`src/rtl/wasm_fetch_decode_pkg.sv`:
```
`default_nettype none
// ============================================================================
// Module   : wasm_pkg
// Purpose  : Shared definitions for the Wasm fetch/decode front end. Holds the
//            opcode constants, the immediate-kind and FSM state enums, and
//            helpers that map an opcode to its immediate encoding and that
//            encoding to its maximum LEB128 length.
// Revision : 1.0 - initial release
// ============================================================================
package wasm_pkg;

    localparam logic [7:0] I32_CONST   = 8'h41;
    localparam logic [7:0] I64_CONST   = 8'h42;
    localparam logic [7:0] CALL        = 8'h10;
    localparam logic [7:0] BR          = 8'h0C;
    localparam logic [7:0] BR_IF       = 8'h0D;
    localparam logic [7:0] LOCAL_GET   = 8'h20;
    localparam logic [7:0] LOCAL_SET   = 8'h21;
    localparam logic [7:0] LOCAL_TEE   = 8'h22;
    localparam logic [7:0] I32_ADD     = 8'h6A;
    localparam logic [7:0] I32_MUL     = 8'h6C;
    localparam logic [7:0] DROP        = 8'h1A;
    localparam logic [7:0] END_OF_FUNC = 8'h0B;

    typedef enum logic [1:0] {
        IMM_NONE = 2'd0,
        IMM_U32  = 2'd1,
        IMM_S32  = 2'd2,
        IMM_S64  = 2'd3
    } imm_kind_t;

    typedef enum logic [1:0] {
        ST_FETCH_OP  = 2'd0,
        ST_FETCH_IMM = 2'd1,
        ST_ISSUE     = 2'd2,
        ST_ERROR     = 2'd3
    } fd_state_t;

    function automatic imm_kind_t imm_kind(input logic [7:0] opcode);
        imm_kind_t k;
        case (opcode)
            I32_CONST:                         k = IMM_S32;
            I64_CONST:                         k = IMM_S64;
            CALL, BR, BR_IF,
            LOCAL_GET, LOCAL_SET, LOCAL_TEE:   k = IMM_U32;
            default:                           k = IMM_NONE;
        endcase
        return k;
    endfunction

    function automatic logic [3:0] imm_max_bytes(input imm_kind_t kind);
        logic [3:0] n;
        case (kind)
            IMM_S64:  n = 4'd10;
            IMM_NONE: n = 4'd0;
            default:  n = 4'd5;
        endcase
        return n;
    endfunction

endpackage
`default_nettype wire

```
`src/rtl/wasm_fetch_decode_if.sv`:
```
`default_nettype none
// ============================================================================
// Module   : wasm_fetch_decode_if
// Purpose  : Bundles the byte-memory read port, the decoded-instruction issue
//            handshake, the pc redirect and the error flag.
//            master : the fetch/decode block
//            slave  : memory + execute stage
// Revision : 1.0 - initial release
// ============================================================================
interface wasm_fetch_decode_if #(
    parameter int ADDR_W = 32,
    parameter int IMM_W  = 64
);
    logic [ADDR_W-1:0] mem_addr;
    logic              mem_read_en;
    logic [7:0]        mem_rdata;
    logic              mem_ready;
    logic              instr_valid;
    logic              instr_ready;
    logic [7:0]        instr_opcode;
    logic [IMM_W-1:0]  instr_imm;
    logic [ADDR_W-1:0] instr_pc;
    logic [ADDR_W-1:0] next_pc;
    logic              redirect_valid;
    logic [ADDR_W-1:0] redirect_pc;
    logic              err;

    modport master (
        output mem_addr, mem_read_en, instr_valid, instr_opcode, instr_imm,
               instr_pc, next_pc, err,
        input  mem_rdata, mem_ready, instr_ready, redirect_valid, redirect_pc
    );

    modport slave (
        input  mem_addr, mem_read_en, instr_valid, instr_opcode, instr_imm,
               instr_pc, next_pc, err,
        output mem_rdata, mem_ready, instr_ready, redirect_valid, redirect_pc
    );
endinterface
`default_nettype wire

```
`src/rtl/wasm_fetch_decode_leb128_accum.sv`:
```
`default_nettype none
// ============================================================================
// Module   : leb128_accum
// Purpose  : Byte-serial LEB128 accumulator.
//            clear     : zero the value and byte count
//            shift_in  : fold data_byte into the value this cycle
//            is_signed : sign-extend on the terminating byte
//            kind      : immediate kind (sets width and length limit)
//            value     : accumulated immediate, already width-adjusted
//            done      : the byte being shifted in terminates the encoding
//            overflow  : the byte being shifted in asks for one byte too many
// Revision : 1.0 - initial release
// ============================================================================
module leb128_accum
    import wasm_pkg::*;
(
    input  wire logic        clk,
    input  wire logic        rst_n,
    input  wire logic        clear,
    input  wire logic        shift_in,
    input  wire logic [7:0]  data_byte,
    input  wire logic        is_signed,
    input  wire imm_kind_t   kind,
    output logic [63:0]      value,
    output logic             done,
    output logic             overflow
);

    logic [63:0] r_acc;
    logic [3:0]  r_count;

    logic [6:0]  w_shamt;
    logic [63:0] w_payload;
    logic [63:0] w_sign_fill;
    logic [63:0] w_merged;
    logic [63:0] w_next;
    logic        w_last;

    assign w_last    = ~data_byte[7];
    assign w_shamt   = 7'(r_count) * 7'd7;
    assign w_payload = 64'(data_byte[6:0]) << w_shamt;

    // Ones from just above this byte's payload to the top; shifts of 64 or
    // more naturally yield zero, so the 10th S64 byte adds no fill.
    assign w_sign_fill = (is_signed && w_last && data_byte[6])
                       ? (~64'd0 << (w_shamt + 7'd7)) : 64'd0;

    assign w_merged = r_acc | w_payload | w_sign_fill;

    // Bits beyond the kind's width are dropped; S32 is then extended from
    // bit 31 so a 5th byte can legitimately set the sign.
    always_comb begin
        w_next = w_merged;
        case (kind)
            IMM_S64: w_next = w_merged;
            IMM_S32: w_next = {{32{w_merged[31]}}, w_merged[31:0]};
            default: w_next = {32'd0, w_merged[31:0]};
        endcase
    end

    assign done     = shift_in & w_last;
    assign overflow = shift_in & data_byte[7]
                    & (({1'b0, r_count} + 5'd1) >= {1'b0, imm_max_bytes(kind)});
    assign value    = r_acc;

    always_ff @(posedge clk or negedge rst_n) begin
        if (!rst_n) begin
            r_acc   <= 64'd0;
            r_count <= 4'd0;
        end else if (clear) begin
            r_acc   <= 64'd0;
            r_count <= 4'd0;
        end else if (shift_in) begin
            r_acc   <= w_next;
            r_count <= r_count + 4'd1;
        end
    end

endmodule
`default_nettype wire

```
`src/rtl/wasm_fetch_decode.sv`:
```
`default_nettype none
// ============================================================================
// Module   : wasm_fetch_decode
// Purpose  : Wasm front end. Fetches an opcode byte, decodes its LEB128
//            immediate (U32/S32/S64), and issues {opcode, imm, pc, next_pc}
//            over a valid/ready handshake. A redirect from execute overrides
//            everything; malformed immediates park the block in ERROR.
// Ports    : clk, rst_n (async, active-low)
//            bus : wasm_fetch_decode_if.master (memory read port, issue
//                  handshake, redirect, err)
// Revision : 1.0 - initial release
// ============================================================================
module wasm_fetch_decode
    import wasm_pkg::*;
#(
    parameter int          ADDR_W   = 32,
    parameter int          IMM_W    = 64,
    parameter int unsigned RESET_PC = 32'h1A
) (
    input  wire logic            clk,
    input  wire logic            rst_n,
    wasm_fetch_decode_if.master  bus
);

    fd_state_t         r_state;
    fd_state_t         w_state_nxt;
    logic              r_run;
    logic [ADDR_W-1:0] r_pc;
    logic [ADDR_W-1:0] w_pc_inc;
    logic [7:0]        r_opcode;
    logic [ADDR_W-1:0] r_instr_pc;
    logic [ADDR_W-1:0] r_next_pc;
    imm_kind_t         r_kind;

    logic              w_read_en;
    logic              w_beat;
    logic              w_acc_clear;
    logic              w_acc_shift;
    logic [63:0]       w_acc_value;
    logic              w_acc_done;
    logic              w_acc_ovf;
    logic              w_kind_signed;

    // r_run holds the read request low for the first cycle out of reset.
    assign w_read_en = r_run && (r_state == ST_FETCH_OP || r_state == ST_FETCH_IMM);
    assign w_beat    = w_read_en && bus.mem_ready;
    assign w_pc_inc  = r_pc + ADDR_W'(1);
    assign w_kind_signed = (r_kind == IMM_S32) || (r_kind == IMM_S64);

    leb128_accum u_accum (
        .clk       (clk),
        .rst_n     (rst_n),
        .clear     (w_acc_clear),
        .shift_in  (w_acc_shift),
        .data_byte (bus.mem_rdata),
        .is_signed (w_kind_signed),
        .kind      (r_kind),
        .value     (w_acc_value),
        .done      (w_acc_done),
        .overflow  (w_acc_ovf)
    );

    always_comb begin
        w_state_nxt = r_state;
        w_acc_clear = 1'b0;
        w_acc_shift = 1'b0;
        case (r_state)
            ST_FETCH_OP: begin
                if (w_beat) begin
                    w_acc_clear = 1'b1;
                    if (IMM_W == 32 && bus.mem_rdata == I64_CONST)
                        w_state_nxt = ST_ERROR;
                    else if (imm_kind(bus.mem_rdata) != IMM_NONE)
                        w_state_nxt = ST_FETCH_IMM;
                    else
                        w_state_nxt = ST_ISSUE;
                end
            end
            ST_FETCH_IMM: begin
                if (w_beat) begin
                    w_acc_shift = 1'b1;
                    if (w_acc_ovf)
                        w_state_nxt = ST_ERROR;
                    else if (w_acc_done)
                        w_state_nxt = ST_ISSUE;
                end
            end
            ST_ISSUE: begin
                if (bus.instr_ready)
                    w_state_nxt = ST_FETCH_OP;
            end
            ST_ERROR: begin
                w_state_nxt = ST_ERROR;
            end
            default: begin
                w_state_nxt = ST_FETCH_OP;
            end
        endcase

        // Redirect wins over any beat or handshake in the same cycle.
        if (bus.redirect_valid) begin
            w_state_nxt = ST_FETCH_OP;
            w_acc_clear = 1'b1;
            w_acc_shift = 1'b0;
        end
    end

    always_ff @(posedge clk or negedge rst_n) begin
        if (!rst_n) begin
            r_state <= ST_FETCH_OP;
        end else begin
            r_state <= w_state_nxt;
        end
    end

    always_ff @(posedge clk or negedge rst_n) begin
        if (!rst_n) begin
            r_run      <= 1'b0;
            r_pc       <= ADDR_W'(RESET_PC);
            r_opcode   <= 8'd0;
            r_instr_pc <= '0;
            r_next_pc  <= '0;
            r_kind     <= IMM_NONE;
        end else begin
            r_run <= 1'b1;
            if (bus.redirect_valid) begin
                r_pc <= bus.redirect_pc;
            end else if (w_beat) begin
                r_pc <= w_pc_inc;
                if (r_state == ST_FETCH_OP) begin
                    r_opcode   <= bus.mem_rdata;
                    r_instr_pc <= r_pc;
                    r_kind     <= imm_kind(bus.mem_rdata);
                end
                if (w_state_nxt == ST_ISSUE)
                    r_next_pc <= w_pc_inc;
            end
        end
    end

    assign bus.mem_addr     = r_pc;
    assign bus.mem_read_en  = w_read_en;
    assign bus.instr_valid  = (r_state == ST_ISSUE);
    assign bus.instr_opcode = r_opcode;
    assign bus.instr_imm    = w_acc_value[IMM_W-1:0];
    assign bus.instr_pc     = r_instr_pc;
    assign bus.next_pc      = r_next_pc;
    assign bus.err          = (r_state == ST_ERROR);

endmodule
`default_nettype wire

```
`src/flat_wrapper.sv`:
```
// flat-port wrapper written by rule: the top's interface ports become plain ports
module wasm_fetch_decode_flat import wasm_pkg::*;
#(
    parameter int          ADDR_W   = 32,
    parameter int          IMM_W    = 64,
    parameter int unsigned RESET_PC = 32'h1A
)
  (clk, rst_n, bus_mem_addr, bus_mem_read_en, bus_instr_valid, bus_instr_opcode, bus_instr_imm, bus_instr_pc, bus_next_pc, bus_err, bus_mem_rdata, bus_mem_ready, bus_instr_ready, bus_redirect_valid, bus_redirect_pc);
  wasm_fetch_decode_if #(.ADDR_W(ADDR_W), .IMM_W(IMM_W)) bus_i ();
  input  wire logic clk;
  input  wire logic rst_n;
  output wire logic [$bits(bus_i.mem_addr)-1:0] bus_mem_addr;
  output wire logic [$bits(bus_i.mem_read_en)-1:0] bus_mem_read_en;
  output wire logic [$bits(bus_i.instr_valid)-1:0] bus_instr_valid;
  output wire logic [$bits(bus_i.instr_opcode)-1:0] bus_instr_opcode;
  output wire logic [$bits(bus_i.instr_imm)-1:0] bus_instr_imm;
  output wire logic [$bits(bus_i.instr_pc)-1:0] bus_instr_pc;
  output wire logic [$bits(bus_i.next_pc)-1:0] bus_next_pc;
  output wire logic [$bits(bus_i.err)-1:0] bus_err;
  input wire logic [$bits(bus_i.mem_rdata)-1:0] bus_mem_rdata;
  input wire logic [$bits(bus_i.mem_ready)-1:0] bus_mem_ready;
  input wire logic [$bits(bus_i.instr_ready)-1:0] bus_instr_ready;
  input wire logic [$bits(bus_i.redirect_valid)-1:0] bus_redirect_valid;
  input wire logic [$bits(bus_i.redirect_pc)-1:0] bus_redirect_pc;
  assign bus_mem_addr = bus_i.mem_addr;
  assign bus_mem_read_en = bus_i.mem_read_en;
  assign bus_instr_valid = bus_i.instr_valid;
  assign bus_instr_opcode = bus_i.instr_opcode;
  assign bus_instr_imm = bus_i.instr_imm;
  assign bus_instr_pc = bus_i.instr_pc;
  assign bus_next_pc = bus_i.next_pc;
  assign bus_err = bus_i.err;
  assign bus_i.mem_rdata = bus_mem_rdata;
  assign bus_i.mem_ready = bus_mem_ready;
  assign bus_i.instr_ready = bus_instr_ready;
  assign bus_i.redirect_valid = bus_redirect_valid;
  assign bus_i.redirect_pc = bus_redirect_pc;
  wasm_fetch_decode #(.ADDR_W(ADDR_W), .IMM_W(IMM_W), .RESET_PC(RESET_PC)) u_core (.clk(clk), .rst_n(rst_n), .bus(bus_i));
endmodule
```
`config.mk`:
```
export PLATFORM = sky130hd
export DESIGN_NAME = wasm_fetch_decode_flat
export DESIGN_NICKNAME = d
export VERILOG_FILES = /design/src/rtl/wasm_fetch_decode_pkg.sv /design/src/rtl/wasm_fetch_decode_if.sv /design/src/rtl/wasm_fetch_decode_leb128_accum.sv /design/src/rtl/wasm_fetch_decode.sv /design/src/flat_wrapper.sv
export SDC_FILE = /design/constraint.sdc
export NUM_CORES = 1
export LEC_CHECK = 0
export BUFFER_PORTS_ARGS = -buffer_cell sky130_fd_sc_hd__buf_2
export CORE_MARGIN = 4
export CORE_UTILIZATION = 57
export CTS_BUF_LIST = sky130_fd_sc_hd__clkbuf_4 sky130_fd_sc_hd__clkbuf_8
export CTS_CLUSTER_DIAMETER = 40
export DETAILED_ROUTE_END_ITERATION = 8
export GPL_ROUTABILITY_DRIVEN = 0
export PLACE_DENSITY = 0.87
export SLEW_MARGIN = 20
export SYNTH_ARGS = -nofsm -noshare
export SYNTH_HDL_FRONTEND = slang
export SYNTH_HIERARCHICAL = 1
export SYNTH_SLANG_ARGS = --single-unit
```
`constraint.sdc`:
```
create_clock -name clk -period 4.7 [get_ports clk]
set_input_delay 0.94 -clock clk [delete_from_list [all_inputs] [get_ports clk]]
set_output_delay 0.94 -clock clk [all_outputs]
set_load 0.005 [all_outputs]
```
==> flow_summary.toml <==
[synthesis]
syn_inst = 1002
yosysTopAreaCellShare = 0.443
ys_ff_latch = 177
synth_area_leaders = "dfrtp_1 44%, mux2_2 7.9%, o21ai_0 3.7%, xnor2_1 3.7%, nor2_1 3.6%"
syn_avg_cell_area_um2 = 9.80
synthTopCellsByCount = "174 x dfrtp_1, 93 x nor2_1, 85 x nand2_1, 72 x o21ai_0, 69 x mux2_2"
yosys_warnings = 6
synth_nets = 1074
synth_cell_types = 68
synth.most_common_cell = "dfrtp_1"
synth_area_um2 = 9820
synth_edf_count = 0
synthArstFlopShare = 1.00
synth-main-ff-cell = "dfrtp_1"
yosysTopAreaCell = "dfrtp_1"
synth_seq_area_share = 0.452

[timing]
relSlewSlack = 0.232
finalSetupViolations = 0
finClkSkew_ps = 13.4
drv_slew = 0
hold_violations = 0
fin_crit_ps = 4160
setup_tns_ps = 0
worst_slack_ps = 538
max_slew.worst_pin.slew_ps = 1140
rsz0062_at_grt = "no"
max_freq_ghz = 0.240
fin_crit_sh = 0.886

[routing]
final_antenna_net_count = 0
wl_per_cell_um = 20.4
vias = 8830
drt-initial-drc-count = 1190
avgViaCountPerCell = 6.24
route.detailed.drc = 0
wl_mm = 28.9
drt_first_pass_iters = 6

[worst_setup_path]
cp.required_ps = 5090
slowest_stage = "dfrtp_1"
regToRegSetupSlack_ps = 540
r2r_end = "u_core/u_accum/value[34]$_DFFE_PN0P_"
max_stage_delay_ps = 660
reg2reg_depth = 11
critPathArrivalTime_ps = 4550
path_cells = "inv_1 > ha_1 > xor2_1 > xnor2_1 > inv_1 > fa_1 > xor2_1 > nand2_1 > o311ai_0 > nand3_1 > a211oi_1"
cp-start-kind = "register"
criticalPathCategory = "reg -> reg"
cp-end-kind = "register"
regToRegStartpoint = "u_core/u_accum/r_count[1]$_DFFE_PN0P_"
crit_fanout = 14
worst-path-buf-inv = 2
critical-path-top-delay-family = "XOR/XNOR gates"

[die]
rows = 47
die-width_um = 139
dieHeight_um = 139
initial_core_util = 0.586
fp.dieArea_um2 = 19400
io_pins = 216
coreArea_um2 = 16800

[min_path]
min_from = "u_core/bus.instr_pc[23]$_DFFE_PN0P_"
holdPathEnd = "u_core/bus.instr_pc[23]$_DFFE_PN0P_"
hp-class = "reg -> reg"
whs_path_depth = 2

[clock_network]
cts.sinks = 177
cts_setup_buffers = 0
cts_tree = "built"
cts_buffers = 17
holdBufCountCts = 0
cts_resized = 0
worstSkewPairLatency_ps = 480
htree_levels = 4
cts.clk_slew.worst_paths_ps = 90
clock-root-buffer = "clkbuf_8"
clock_path_buffers = 2

[pwr]
p_leak_nw = 5.23
p_clk_frac = 0.316
switching_share = 0.288
p_int_mw = 2.59
switching_power_mw = 1.05
p_per_area_nw_per_um2 = 318
peakVddDrop_uv = 243
comb_power_share = 0.172
power_mw = 3.64
seqPwrFrac = 0.512

[placed_design]
hpwl_mm = 19.7
io_buffers = 215
pre_cts_slack_ps = 653
postPlaceCellArea_um2 = 11000

[run_status]
status = "finished clean"

[global_routing]
antenna_found_initial = 4
grt_pass1_wl_mm = 46.3
grt_max_degree = 107
gr-usage-all-layers = 0.295
grt_pass1_vias = 8680
overflow = 0

[finish]
areaGrowthSynthToFinish_pct = 16.5
final_cell_area_um2 = 11400
final_util = 0.682
drive_above_1_share = 0.307
nets = 1252

[job]
max_cap_viol_count = 0
## power by group through the flow
stage          Clock [mW]  Sequential [mW]  Combinational, mW
3_3_place_gp            0             1.88              0.609
2_1_floorplan           0             1.87              0.293
3_5_place_dp            0             1.89              0.627
6_report             1.15             1.86              0.627
4_1_cts              1.16             1.86              0.631
5_1_grt              1.22             1.89              0.689
## area by class of cell
class / instances / area (um^2)
clock buffers: 19 / 255
flip-flops and latches: 177 / 4430
repair buffers: 236 / 1240
clock inverters: 13 / 176
well taps: 220 / 275
fillers: 1274 / 5330
inverters: 21 / 78.8
multi-input cells: 727 / 4970
diodes: 3 / 7.51
## worst max-delay path by stage
| stage | slack (ps) | startpoint | cells after the start | endpoint |
|---|---|---|---|---|
| global placement | 840 | u_core/u_accum/r_count[1]$_DFFE_PN0P_ | 11 | u_core/u_accum/value[34]$_DFFE_PN0P_ |
| detailed placement | 650 | u_core/u_accum/r_count[1]$_DFFE_PN0P_ | 11 | u_core/u_accum/value[34]$_DFFE_PN0P_ |
| global route | 160 | u_core/u_accum/r_count[1]$_DFFE_PN0P_ | 11 | u_core/u_accum/value[34]$_DFFE_PN0P_ |
| finish | 540 | u_core/u_accum/r_count[1]$_DFFE_PN0P_ | 11 | u_core/u_accum/value[34]$_DFFE_PN0P_ |
| floorplan | 690 | bus_mem_ready | 11 | u_core/bus.next_pc[23]$_DFFE_PN0P_ |
| CTS | 620 | u_core/u_accum/r_count[1]$_DFFE_PN0P_ | 11 | u_core/u_accum/value[34]$_DFFE_PN0P_ |
## registers in the layout (all words and copies together), names as in the netlist
register                 flops
u_core/r_run                 1
u_core/bus.mem_addr         32
u_core/r_kind                2
u_core/u_accum/value        64
u_core/bus.instr_pc         32
u_core/r_state               2
u_core/u_accum/r_count       4
u_core/bus.next_pc          32
u_core/bus.instr_opcode      8
## tightest hold or removal path, delay by kind of cell, from the launching register on
family	cells	cell delay, ps
compound gates	1	70
simple gates	1	50
flops	1	350
## placed cells by master, fill, tap and decap left out, types with 5 or more instances in the layout
master / synthesis / routed
o32ai_1: 11 / 11
nand4_1: 18 / 18
nor2_1: 93 / 93
nand2b_1: 6 / 6
clkbuf_8: 0 / 18
nor2b_1: 17 / 17
o211ai_1: 9 / 9
dfrtp_1: 174 / 174
buf_4: 5 / 21
o22ai_1: 6 / 6
o21ai_1: 7 / 7
or3_1: 12 / 11
a221oi_1: 32 / 32
ha_1: 24 / 24
buf_2: 21 / 214
xnor2_1: 41 / 40
nor3_1: 29 / 29
nand2_1: 85 / 85
and3_1: 6 / 5
clkinv_4: 0 / 6
xor2_1: 31 / 31
a211oi_1: 15 / 15
nand3_1: 47 / 47
mux2_2: 69 / 69
a21oi_1: 41 / 41
inv_1: 20 / 20
o21ai_0: 72 / 71
## logic make-up (layout without fill, tap and decap cells)
logic type	after synthesis	count (layout)	synth area share
AO/OA/AOI/OAI	216	216	0.145
XOR/XNOR	73	73	0.0659
adder cells (fa/ha/maj)	27	27	0.0367
buffers and inverters	98	289	0.0459
flip-flops	177	177	0.452
multiplexers	73	73	0.0832
other	1	4	0.000382
AND/OR/NAND/NOR	337	337	0.172
## layer usage
| metal | share of wire | global-route usage | vias to the layer above |
|---|---|---|---|
| li1 | - | - | 3915 |
| met2 | 0.46 | 0.444 | 545 |
| met4 | 0.049 | 0.143 | 2 |
| met3 | 0.10 | 0.0854 | 106 |
| met5 | 0.00045 | 0 | - |
| met1 | 0.39 | 0.394 | 4262 |
## metrics by stage
step                hold slack [ps]  std cells
detailed placement              473       1381
global route                    535       1416
global placement                460       1381
floorplan                       473       1002
finish                          504       1416
CTS                             510       1413
Power figures use the tool's default switching activity.
